$ cat src/rtl/iomem_stream_bridge_pkg.sv
`default_nettype none
// ============================================================================
//  Module   : iomem_stream_bridge_pkg
//  Brief    : Shared register map, STATUS bit positions and defaults for the
//             iomem <-> byte-stream bridge.
//  Revision : 1.0 - initial release
// ============================================================================
package iomem_stream_bridge_pkg;

  // Page (iomem_addr[31:24]) that selects the bridge unless overridden
  localparam logic [7:0] ADDR_PAGE_DEFAULT = 8'h05;

  // Register offsets, decoded from iomem_addr[3:2]
  localparam logic [1:0] REG_DATA   = 2'd0;
  localparam logic [1:0] REG_STATUS = 2'd1;

  // STATUS register bit positions
  localparam int STAT_TX_FULL    = 0;
  localparam int STAT_TX_EMPTY   = 1;
  localparam int STAT_RX_EMPTY   = 2;
  localparam int STAT_RX_FULL    = 3;
  localparam int STAT_TX_OVF     = 4;
  localparam int STAT_TX_CNT_LSB = 8;
  localparam int STAT_RX_CNT_LSB = 16;

  // DATA read response when the RX FIFO holds nothing
  localparam logic [31:0] RDATA_RX_EMPTY = 32'h8000_0000;

  // Counts are reported in 8-bit fields; a 256-deep FIFO can hold 256, which
  // saturates to 255 here (the full bit tells the two cases apart).
  function automatic logic [7:0] count_field(input logic [8:0] cnt);
    return (cnt > 9'd255) ? 8'hFF : cnt[7:0];
  endfunction

endpackage : iomem_stream_bridge_pkg
`default_nettype wire

$ cat src/rtl/iomem_stream_bridge_if.sv
`default_nettype none
// ============================================================================
//  Module   : iomem_stream_bridge_if
//  Brief    : iomem bus plus TX/RX byte-stream handshakes of the bridge.
//             'slave' is the bridge's view, 'master' the surrounding system.
//  Revision : 1.0 - initial release
// ============================================================================
interface iomem_stream_bridge_if;

  logic        iomem_valid;
  logic        iomem_ready;
  logic [3:0]  iomem_wstrb;
  logic [31:0] iomem_addr;
  logic [31:0] iomem_wdata;
  logic [31:0] iomem_rdata;

  logic [7:0]  tx_data;
  logic        tx_valid;
  logic        tx_ready;

  logic [7:0]  rx_data;
  logic        rx_valid;
  logic        rx_ready;

  modport slave (
    input  iomem_valid, iomem_wstrb, iomem_addr, iomem_wdata,
    output iomem_ready, iomem_rdata,
    output tx_data, tx_valid,
    input  tx_ready,
    input  rx_data, rx_valid,
    output rx_ready
  );

  modport master (
    output iomem_valid, iomem_wstrb, iomem_addr, iomem_wdata,
    input  iomem_ready, iomem_rdata,
    input  tx_data, tx_valid,
    output tx_ready,
    output rx_data, rx_valid,
    input  rx_ready
  );

endinterface : iomem_stream_bridge_if
`default_nettype wire

$ cat src/rtl/iomem_stream_bridge_stream_fifo.sv
`default_nettype none
// ============================================================================
//  Module   : stream_fifo
//  Brief    : Show-ahead synchronous FIFO with occupancy count. Full/empty
//             derive from the count registered at the start of the cycle, so
//             a push into a full FIFO is refused even if a pop happens too.
//  Revision : 1.0 - initial release
// ============================================================================
module stream_fifo #(
  parameter int WIDTH = 8,
  parameter int DEPTH = 8
) (
  input  logic                   clk,
  input  logic                   resetn,
  input  logic                   push,
  input  logic [WIDTH-1:0]       push_data,
  input  logic                   pop,
  output logic [WIDTH-1:0]       head,
  output logic                   full,
  output logic                   empty,
  output logic [$clog2(DEPTH):0] count
);

  localparam int AW = $clog2(DEPTH);
  localparam int CW = AW + 1;

  logic [WIDTH-1:0] mem [DEPTH];
  logic [AW-1:0]    wr_ptr;
  logic [AW-1:0]    rd_ptr;
  logic [CW-1:0]    count_r;
  logic             push_ok;
  logic             pop_ok;

  assign full    = (count_r == CW'(DEPTH));
  assign empty   = (count_r == '0);
  assign push_ok = push && !full;
  assign pop_ok  = pop && !empty;
  assign head    = mem[rd_ptr];
  assign count   = count_r;

  // Storage write; contents need no reset since count gates visibility
  always_ff @(posedge clk) begin
    if (push_ok) mem[wr_ptr] <= push_data;
  end

  // Pointers wrap naturally at the power-of-two depth; count tracks occupancy
  always_ff @(posedge clk or negedge resetn) begin
    if (!resetn) begin
      wr_ptr  <= '0;
      rd_ptr  <= '0;
      count_r <= '0;
    end else begin
      if (push_ok) wr_ptr <= wr_ptr + AW'(1);
      if (pop_ok)  rd_ptr <= rd_ptr + AW'(1);
      if (push_ok && !pop_ok)      count_r <= count_r + CW'(1);
      else if (pop_ok && !push_ok) count_r <= count_r - CW'(1);
    end
  end

endmodule : stream_fifo
`default_nettype wire

$ cat src/rtl/iomem_stream_bridge.sv
`default_nettype none
// ============================================================================
//  Module   : iomem_stream_bridge
//  Brief    : Memory-mapped bridge between a PicoRV32-style iomem bus and a
//             pair of byte streams (TX to host link, RX from host link).
//             DATA register pushes TX / pops RX, STATUS reports FIFO state.
//  Revision : 1.0 - initial release
// ============================================================================
module iomem_stream_bridge
  import iomem_stream_bridge_pkg::*;
#(
  parameter logic [7:0] ADDR_PAGE  = ADDR_PAGE_DEFAULT,
  parameter int         FIFO_DEPTH = 8
) (
  input  logic                  clk,
  input  logic                  resetn,
  iomem_stream_bridge_if.slave  bus,
  output logic                  irq
);

  localparam int CW = $clog2(FIFO_DEPTH) + 1;

  generate
    if ((FIFO_DEPTH < 2) || (FIFO_DEPTH > 256) ||
        ((FIFO_DEPTH & (FIFO_DEPTH - 1)) != 0)) begin : g_bad_depth
      $error("FIFO_DEPTH must be a power of two in 2..256");
    end
  endgenerate

  logic          ready_r;
  logic [31:0]   rdata_r;
  logic [31:0]   rdata_next;
  logic          tx_ovf_r;

  logic          sel;
  logic          is_write;
  logic [1:0]    reg_off;
  logic          data_wr;
  logic          data_rd;
  logic          stat_wr;

  logic          tx_push;
  logic          tx_pop;
  logic [7:0]    tx_head;
  logic          tx_full;
  logic          tx_empty;
  logic [CW-1:0] tx_count;

  logic          rx_push;
  logic          rx_pop;
  logic [7:0]    rx_head;
  logic          rx_full;
  logic          rx_empty;
  logic [CW-1:0] rx_count;

  logic [31:0]   status_word;
  logic          unused_bits;

  // A request is taken once: ready_r masks the cycle in which we answer
  assign sel      = bus.iomem_valid && !ready_r && (bus.iomem_addr[31:24] == ADDR_PAGE);
  assign is_write = |bus.iomem_wstrb;
  assign reg_off  = bus.iomem_addr[3:2];
  assign data_wr  = sel && is_write && bus.iomem_wstrb[0] && (reg_off == REG_DATA);
  assign data_rd  = sel && !is_write && (reg_off == REG_DATA);
  assign stat_wr  = sel && is_write && bus.iomem_wstrb[0] && (reg_off == REG_STATUS);

  assign tx_push  = data_wr;
  assign tx_pop   = !tx_empty && bus.tx_ready;
  assign rx_push  = bus.rx_valid && !rx_full;
  assign rx_pop   = data_rd;

  assign unused_bits = ^{bus.iomem_addr[23:4], bus.iomem_addr[1:0], bus.iomem_wdata[31:8]};

  stream_fifo #(.WIDTH(8), .DEPTH(FIFO_DEPTH)) u_tx_fifo (
    .clk       (clk),
    .resetn    (resetn),
    .push      (tx_push),
    .push_data (bus.iomem_wdata[7:0]),
    .pop       (tx_pop),
    .head      (tx_head),
    .full      (tx_full),
    .empty     (tx_empty),
    .count     (tx_count)
  );

  stream_fifo #(.WIDTH(8), .DEPTH(FIFO_DEPTH)) u_rx_fifo (
    .clk       (clk),
    .resetn    (resetn),
    .push      (rx_push),
    .push_data (bus.rx_data),
    .pop       (rx_pop),
    .head      (rx_head),
    .full      (rx_full),
    .empty     (rx_empty),
    .count     (rx_count)
  );

  assign bus.tx_valid    = !tx_empty;
  assign bus.tx_data     = tx_head;
  assign bus.rx_ready    = !rx_full;
  assign bus.iomem_ready = ready_r;
  assign bus.iomem_rdata = rdata_r;
  assign irq             = !rx_empty;

  // Assemble STATUS from the registered FIFO state
  always_comb begin
    status_word                                = '0;
    status_word[STAT_TX_FULL]                  = tx_full;
    status_word[STAT_TX_EMPTY]                 = tx_empty;
    status_word[STAT_RX_EMPTY]                 = rx_empty;
    status_word[STAT_RX_FULL]                  = rx_full;
    status_word[STAT_TX_OVF]                   = tx_ovf_r;
    status_word[STAT_TX_CNT_LSB +: 8]          = count_field(9'(tx_count));
    status_word[STAT_RX_CNT_LSB +: 8]          = count_field(9'(rx_count));
  end

  // Read-data mux; writes and unmapped offsets answer zero
  always_comb begin
    rdata_next = '0;
    if (sel && !is_write) begin
      case (reg_off)
        REG_DATA:   rdata_next = rx_empty ? RDATA_RX_EMPTY : {24'b0, rx_head};
        REG_STATUS: rdata_next = status_word;
        default:    rdata_next = '0;
      endcase
    end
  end

  // One-cycle completion pulse with the response captured alongside it
  always_ff @(posedge clk or negedge resetn) begin
    if (!resetn) begin
      ready_r <= 1'b0;
      rdata_r <= '0;
    end else begin
      ready_r <= sel;
      rdata_r <= rdata_next;
    end
  end

  // Sticky TX overflow: set on a refused DATA write, cleared by W1C on STATUS
  always_ff @(posedge clk or negedge resetn) begin
    if (!resetn) begin
      tx_ovf_r <= 1'b0;
    end else if (data_wr && tx_full) begin
      tx_ovf_r <= 1'b1;
    end else if (stat_wr && bus.iomem_wdata[STAT_TX_OVF]) begin
      tx_ovf_r <= 1'b0;
    end
  end

endmodule : iomem_stream_bridge
`default_nettype wire

$ cat src/flat_wrapper.sv
// flat-port wrapper written by rule: the top's interface ports become plain ports
module iomem_stream_bridge_flat import iomem_stream_bridge_pkg::*;
#(
  parameter logic [7:0] ADDR_PAGE  = ADDR_PAGE_DEFAULT,
  parameter int         FIFO_DEPTH = 8
)
  (clk, resetn, irq, bus_iomem_valid, bus_iomem_wstrb, bus_iomem_addr, bus_iomem_wdata, bus_iomem_ready, bus_iomem_rdata, bus_tx_data, bus_tx_valid, bus_tx_ready, bus_rx_data, bus_rx_valid, bus_rx_ready);
  iomem_stream_bridge_if bus_i ();
  input  logic clk;
  input  logic resetn;
  output logic irq;
  input wire logic [$bits(bus_i.iomem_valid)-1:0] bus_iomem_valid;
  input wire logic [$bits(bus_i.iomem_wstrb)-1:0] bus_iomem_wstrb;
  input wire logic [$bits(bus_i.iomem_addr)-1:0] bus_iomem_addr;
  input wire logic [$bits(bus_i.iomem_wdata)-1:0] bus_iomem_wdata;
  output wire logic [$bits(bus_i.iomem_ready)-1:0] bus_iomem_ready;
  output wire logic [$bits(bus_i.iomem_rdata)-1:0] bus_iomem_rdata;
  output wire logic [$bits(bus_i.tx_data)-1:0] bus_tx_data;
  output wire logic [$bits(bus_i.tx_valid)-1:0] bus_tx_valid;
  input wire logic [$bits(bus_i.tx_ready)-1:0] bus_tx_ready;
  input wire logic [$bits(bus_i.rx_data)-1:0] bus_rx_data;
  input wire logic [$bits(bus_i.rx_valid)-1:0] bus_rx_valid;
  output wire logic [$bits(bus_i.rx_ready)-1:0] bus_rx_ready;
  assign bus_i.iomem_valid = bus_iomem_valid;
  assign bus_i.iomem_wstrb = bus_iomem_wstrb;
  assign bus_i.iomem_addr = bus_iomem_addr;
  assign bus_i.iomem_wdata = bus_iomem_wdata;
  assign bus_iomem_ready = bus_i.iomem_ready;
  assign bus_iomem_rdata = bus_i.iomem_rdata;
  assign bus_tx_data = bus_i.tx_data;
  assign bus_tx_valid = bus_i.tx_valid;
  assign bus_i.tx_ready = bus_tx_ready;
  assign bus_i.rx_data = bus_rx_data;
  assign bus_i.rx_valid = bus_rx_valid;
  assign bus_rx_ready = bus_i.rx_ready;
  iomem_stream_bridge #(.ADDR_PAGE(ADDR_PAGE), .FIFO_DEPTH(FIFO_DEPTH)) u_core (.clk(clk), .resetn(resetn), .bus(bus_i), .irq(irq));
endmodule
$ cat config.mk
export PLATFORM = sky130hd
export DESIGN_NAME = iomem_stream_bridge_flat
export DESIGN_NICKNAME = d
export VERILOG_FILES = /design/src/rtl/iomem_stream_bridge_pkg.sv /design/src/rtl/iomem_stream_bridge_if.sv /design/src/rtl/iomem_stream_bridge_stream_fifo.sv /design/src/rtl/iomem_stream_bridge.sv /design/src/flat_wrapper.sv
export SDC_FILE = /design/constraint.sdc
export NUM_CORES = 1
export LEC_CHECK = 0
export ABC_AREA = 0
export BUFFER_PORTS_ARGS = -buffer_cell sky130_fd_sc_hd__buf_2
export CAP_MARGIN = 20
export CORE_ASPECT_RATIO = 0.75
export CORE_MARGIN = 4
export CORE_UTILIZATION = 50
export CTS_CLUSTER_DIAMETER = 50
export DETAILED_ROUTE_END_ITERATION = 8
export GPL_TIMING_DRIVEN = 0
export PLACE_DENSITY = 0.85
export SYNTH_ARGS = -nofsm -noshare
export SYNTH_HDL_FRONTEND = slang
export SYNTH_SLANG_ARGS = --single-unit
$ cat constraint.sdc
create_clock -name clk -period 3 [get_ports clk]
set_clock_uncertainty 0.05 [all_clocks]
set_input_delay 0.15 -clock clk [delete_from_list [all_inputs] [get_ports clk]]
set_output_delay 0.15 -clock clk [all_outputs]
set_load 0.02 [all_outputs]
# Word level (Yosys, flattened, before mapping)
# Memories as Yosys holds them, arrays and structs flattened.
# Index checks and enable logic that the tools add are counted.
# word_totals
mem_count,2
in_bits,81
regBits,54
mem_bits_rw,128
out_inout_bits,44
elab_cells,73
# mem_list
name,depth,width,read_ports,rd_ports_with_merged_regs,write_ports,line_no,rtl
u_core.u_rx_fifo.mem,8,8,1,0,1,iomem_stream_bridge_stream_fifo.sv:27,logic [WIDTH-1:0] mem [DEPTH];
u_core.u_tx_fifo.mem,8,8,1,0,1,iomem_stream_bridge_stream_fifo.sv:27,
# classes
n_mux,13
add_sub_neg,8
n_reduce_logical,37
eq_ne,4
# ops
cell,count
$mux W32,2
$pmux W32 S2,1
$logic_and A1 B1 Y1,20
$mux W4,4
$add A3 B1 Y3 const B,4
$logic_not A1 Y1,10
$add A4 B1 Y4 const B,2
$eq A4 B4 Y1 const B,2
$eq A8 B3 Y1 const B,1
$logic_not A4 Y1,2
$sub A4 B1 Y4 const B,2
$mux W1,6
$reduce_bool A2 Y1,3
$reduce_or A4 Y1,1
$eq A2 B1 Y1 const B,1
$logic_not A2 Y1,1

# Depth between registers and ports, before layout
# logic_depth
word_depth,11
ltp_mapped,12
ltp_nobuf,11

# Modules after synthesis
# A second synthesis with hierarchy kept.
# unflattened
cells_unflattened,413
hier_area_um2,7257.0
# modules_own_cells
module,cells_per_inst,area_per_inst_um2,instances
stream_fifo,157,3133.0,2
iomem_stream_bridge,99,991.0,1

# Worst setup path after synthesis
# No wires, ideal clock.
# synth_path
kind,register to register
startpoint,"register u_core.ready_r, in the netlist u_core.bus.iomem_ready"
endpoint,"register u_core.u_rx_fifo.count_r[3], in the netlist u_core.u_rx_fifo.count[3]"
slack_ns,-0.080
t_required_ns,2.814
arrival_time_ns,2.894
stages_incl_launch_ff,12
synth_period_minus_slack_ns,3.080
path_buffers,2
path_cell_list,dfrtp_1 or4b_4 nor4_4 buf_6 nand3_2 buf_6 ha_1 inv_1 ha_1 a21o_1 a2111oi_0 o31ai_1
# synth_via
elab_chain_cells,9
word_cells_on_any_way,11
classes_between,mux (1); reduce/logical (10)
# synth_rtl
element,line_no,rtl
"start, declared",iomem_stream_bridge.sv:30,logic ready_r;
"start signal, assigned",iomem_stream_bridge.sv:135,ready_r <= sel;
$logic_not A1 Y1 (*),iomem_stream_bridge.sv:60,assign sel = bus.iomem_valid && !ready_r && (bus.iomem_addr[31:24] == ADDR_PAGE);
$logic_and A1 B1 Y1 (*) (2 in series),iomem_stream_bridge.sv:60,
$logic_and A1 B1 Y1 (*) (2 in series),iomem_stream_bridge.sv:64,assign data_rd = sel && !is_write && (reg_off == REG_DATA);
$logic_and A1 B1 Y1 (*),iomem_stream_bridge_stream_fifo.sv:37,assign pop_ok = pop && !empty;
$logic_not A1 Y1,iomem_stream_bridge_stream_fifo.sv:55,if (push_ok && !pop_ok) count_r <= count_r + CW'(1);
$logic_and A1 B1 Y1,iomem_stream_bridge_stream_fifo.sv:55,
$mux W4 or $reduce_bool A2 Y1 (tied branches),--,
"end signal, assigned",iomem_stream_bridge_stream_fifo.sv:55,
"end signal, assigned",iomem_stream_bridge_stream_fifo.sv:56,else if (pop_ok && !push_ok) count_r <= count_r - CW'(1);
"end, declared",iomem_stream_bridge_stream_fifo.sv:30,logic [CW-1:0] count_r;
# Every way passes the cells marked *; elsewhere a longest branch is shown, timed or not.
# A chain may end at the register's enable or synchronous reset.

# Worst setup path in the final report
# Ends and elaborated chain as after synthesis.

==> metrics.cfg <==
[setup_path]
endpoint_kind = flip-flop
crit_required_ns = 3.24
cp-start-kind = flip-flop
path_max_fanout = 4
path_class = reg -> reg
worst_ep_arrival_time_ns = 3.15

[sta]
slew_headroom = 0.3857
finalHoldViolations = 0
slew_violations = 0
period_needed_ns = 2.909
setup_viol = 0
min_period_over_period = 0.9698
worstMarginPinSlew_ns = 0.9180
setup_ws_ns = 0.09058
fmax_mhz = 343.7
grt_setup_unrepaired = true
setup_tns_ns = 0

[routing]
totalWireLength_mm = 14.74
drt_iter0_drc = 505
wire_per_inst_um = 21.27
drc_errors = 0
vias = 3914
firstDrtPassIters = 7
avgViaCountPerCell = 5.648
ant_nets = 0

[logic_synthesis]
synth-seq-cells = 167
ys_async_sr_fraction = 0.2335
synth_area_um2 = 6877
synth_edf_count = 128
synth_cell_type_count = 51
synth-seq-area-share = 0.7009
syn_avg_cell_area_um2 = 18.05
yosys_warnings = 0
yosys_most_used_dff = edfxtp_1
syn_inst = 381

[grt]
antenna_found_initial = 0
grt_usage = 0.1949
use_met1 = 0.2483
grt-ovfl-total = 0
grt_pass1_wl_mm = 22.31
grtUsageMet3 = 0.05609
grt_max_degree = 40
grt_busiest_layer = met2
grt_pass1_vias = 3977
grtUsageMet2 = 0.3282

[flow_run]
cap_viol_max_count = 0

[power]
ir_drop_uv = 472.3
p_per_area_nw_per_um2 = 787.7
leakagePower_nw = 3.210
power_mw = 6.704

[place]
dpl_worst_slack_ns = -0.2699
dpl.cell_count = 634
port_buffers = 63
gp_congestion = 0.8060
hpwl_mm = 9.297

[clocking]
numCtsBuffers = 17
cts-root-buf = clkbuf_16
clk_latency_ns = 0.43
clock-sinks = 167
htree_levels = 4
clkTransAtPathRegs_ns = 0.07
cts.path.max_buffers = 2
cts_tree = built

[hold_path]
hp-class = in -> reg

[cells_and_area]
drive_gt1_frac = 0.3946
final_cell_count_no_fill = 693
area_growth_pct = 23.78
final_util = 0.6428
layout.nets = 602
antenna_cells = 0

[die]
die_area_um2 = 15710
die_w_um = 143.4
pin_count = 125
die_h_um = 109.6
rows = 36
coreArea_um2 = 13240
start_util = 0.5193

[outcome]
status = completed

==> cell usage after synthesis, types with 3 or more instances <==
cell type / count / area share
nand2_1: 15 / 0.0082
clkbuf_1: 5 / 0.0027
buf_4: 15 / 0.016
mux2_2: 11 / 0.018
nor3_1: 13 / 0.0095
xnor2_1: 11 / 0.014
o22ai_1: 4 / 0.0036
mux2i_1: 11 / 0.016
o21ai_0: 4 / 0.0029
dfrtp_1: 39 / 0.14
mux4_2: 31 / 0.10
nand4_1: 3 / 0.0027
buf_2: 7 / 0.0051
edfxtp_1: 128 / 0.56
ha_1: 10 / 0.018
a21oi_1: 3 / 0.0022
nor2_1: 14 / 0.0076
and2_1: 8 / 0.0073
inv_1: 4 / 0.0022
nand2b_1: 4 / 0.0036
==> area by class of cell <==
cell class / count / area, um^2
Sequential cell: 167 / 4821
Clock buffer: 19 / 442.9
Multi-Input combinational cell: 191 / 2028
Buffer: 31 / 201.4
Inverter: 6 / 30.03
Clock inverter: 13 / 166.4
Tap cell: 171 / 214.0
Fill cell: 872 / 4731
Timing Repair Buffer: 95 / 608.1
==> cell usage in the layout (no fill, tap or decap), types with 15 or more instances in the layout <==
cell type and count:
mux4_2 31, nand2_1 15, buf_2 70, buf_4 26, clkbuf_16 17, conb_1 15, edfxtp_1 128, dfrtp_1 38
dlygate4sd3_1 21
==> flip-flops by register name, indices dropped and copies added (netlist names) <==
signal                   count
u_core.u_rx_fifo.count       4
u_core.u_tx_fifo.count       4
u_core.u_tx_fifo.mem        64
u_core.u_tx_fifo.wr_ptr      3
u_core.u_rx_fifo.wr_ptr      3
u_core.bus.iomem_ready       1
u_core.tx_ovf_r              1
u_core.u_rx_fifo.mem        64
u_core.u_tx_fifo.rd_ptr      3
u_core.u_rx_fifo.rd_ptr      3
u_core.bus.iomem_rdata      17
==> worst max-delay path: stages (launching register included) <==
cell and delay (ns):
dfrtp_2 0.40, or4b_4 0.51, nor4_4 0.30, buf_6 0.18, nand3_4 0.08, buf_8 0.15
ha_4 0.17, inv_4 0.06, ha_1 0.22, a21o_1 0.21, a21oi_2 0.15, mux2i_1 0.19
o31ai_1 0.09
==> timing repair <==
| item | CTS | global route |
|---|---|---|
| setup buffers | 6 | 0 |
| resized for setup | 12 | 16 |
| pin swaps | 6 | 2 |
| hold endpoints to repair | 170 | 0 |
| setup endpoints to repair | 2 | 40 |
| hold buffers | 21 | 0 |
==> report_power, final <==
group | total (mW) | switching [mW] | internal (mW)
combinational | 1.55 | 0.847 | 0.707
sequential | 2.91 | 0.189 | 2.73
clock | 2.24 | 0.893 | 1.34
==> stage by stage <==
| stage | cell area (um^2) | hold WS [ns] |
|---|---|---|
| floorplan | 6939 | -0.1956 |
| finish | 8512 | 0.03595 |
| global route | 8512 | 0.06915 |
| global placement | 7468 | 0.2533 |
| detailed placement | 7522 | 0.2665 |
| CTS | 8437 | 0.01522 |
==> cell families (layout without fill, tap and decap cells) <==
kind of cell    Yosys count  count (layout)  synth area share
other cells               1              15         0.0005453
buf+inv                  37             164           0.03184
mux                      55              55            0.1399
fa+ha+maj                12              12           0.02402
compound gates           22              22           0.02274
simple gates             75              75           0.06368
xor+xnor                 12              12           0.01638
flops                   167             167            0.7009
==> path summary, 6_finish.rpt <==
kind / from / end / slack, ns / depth (start not counted)
max: u_core.bus.iomem_ready / u_core.u_rx_fifo.count[3] / 0.09 / 12
min: bus_iomem_wstrb[0] / u_core.u_tx_fifo.wr_ptr[2] / 0.04 / 3
max reg2reg: u_core.bus.iomem_ready / u_core.u_rx_fifo.count[3] / 0.09 / 12
min reg2reg: u_core.u_tx_fifo.wr_ptr[0] / u_core.u_tx_fifo.wr_ptr[0] / 0.50 / 1
max in group asynchronous: resetn / u_core.bus.iomem_ready / 1.93 / 2
min in group asynchronous: resetn / u_core.u_rx_fifo.wr_ptr[1] / 0.36 / 2
==> metal layers <==
layer	part of all wire	wire length (um)	up-vias
met5	0	0	-
met4	0.015	225	0
met3	0.074	1089	20
met2	0.52	7651	179
met1	0.39	5771	1999
li1	-	-	1716
No activity file was read; power rests on OpenSTA's default activity.
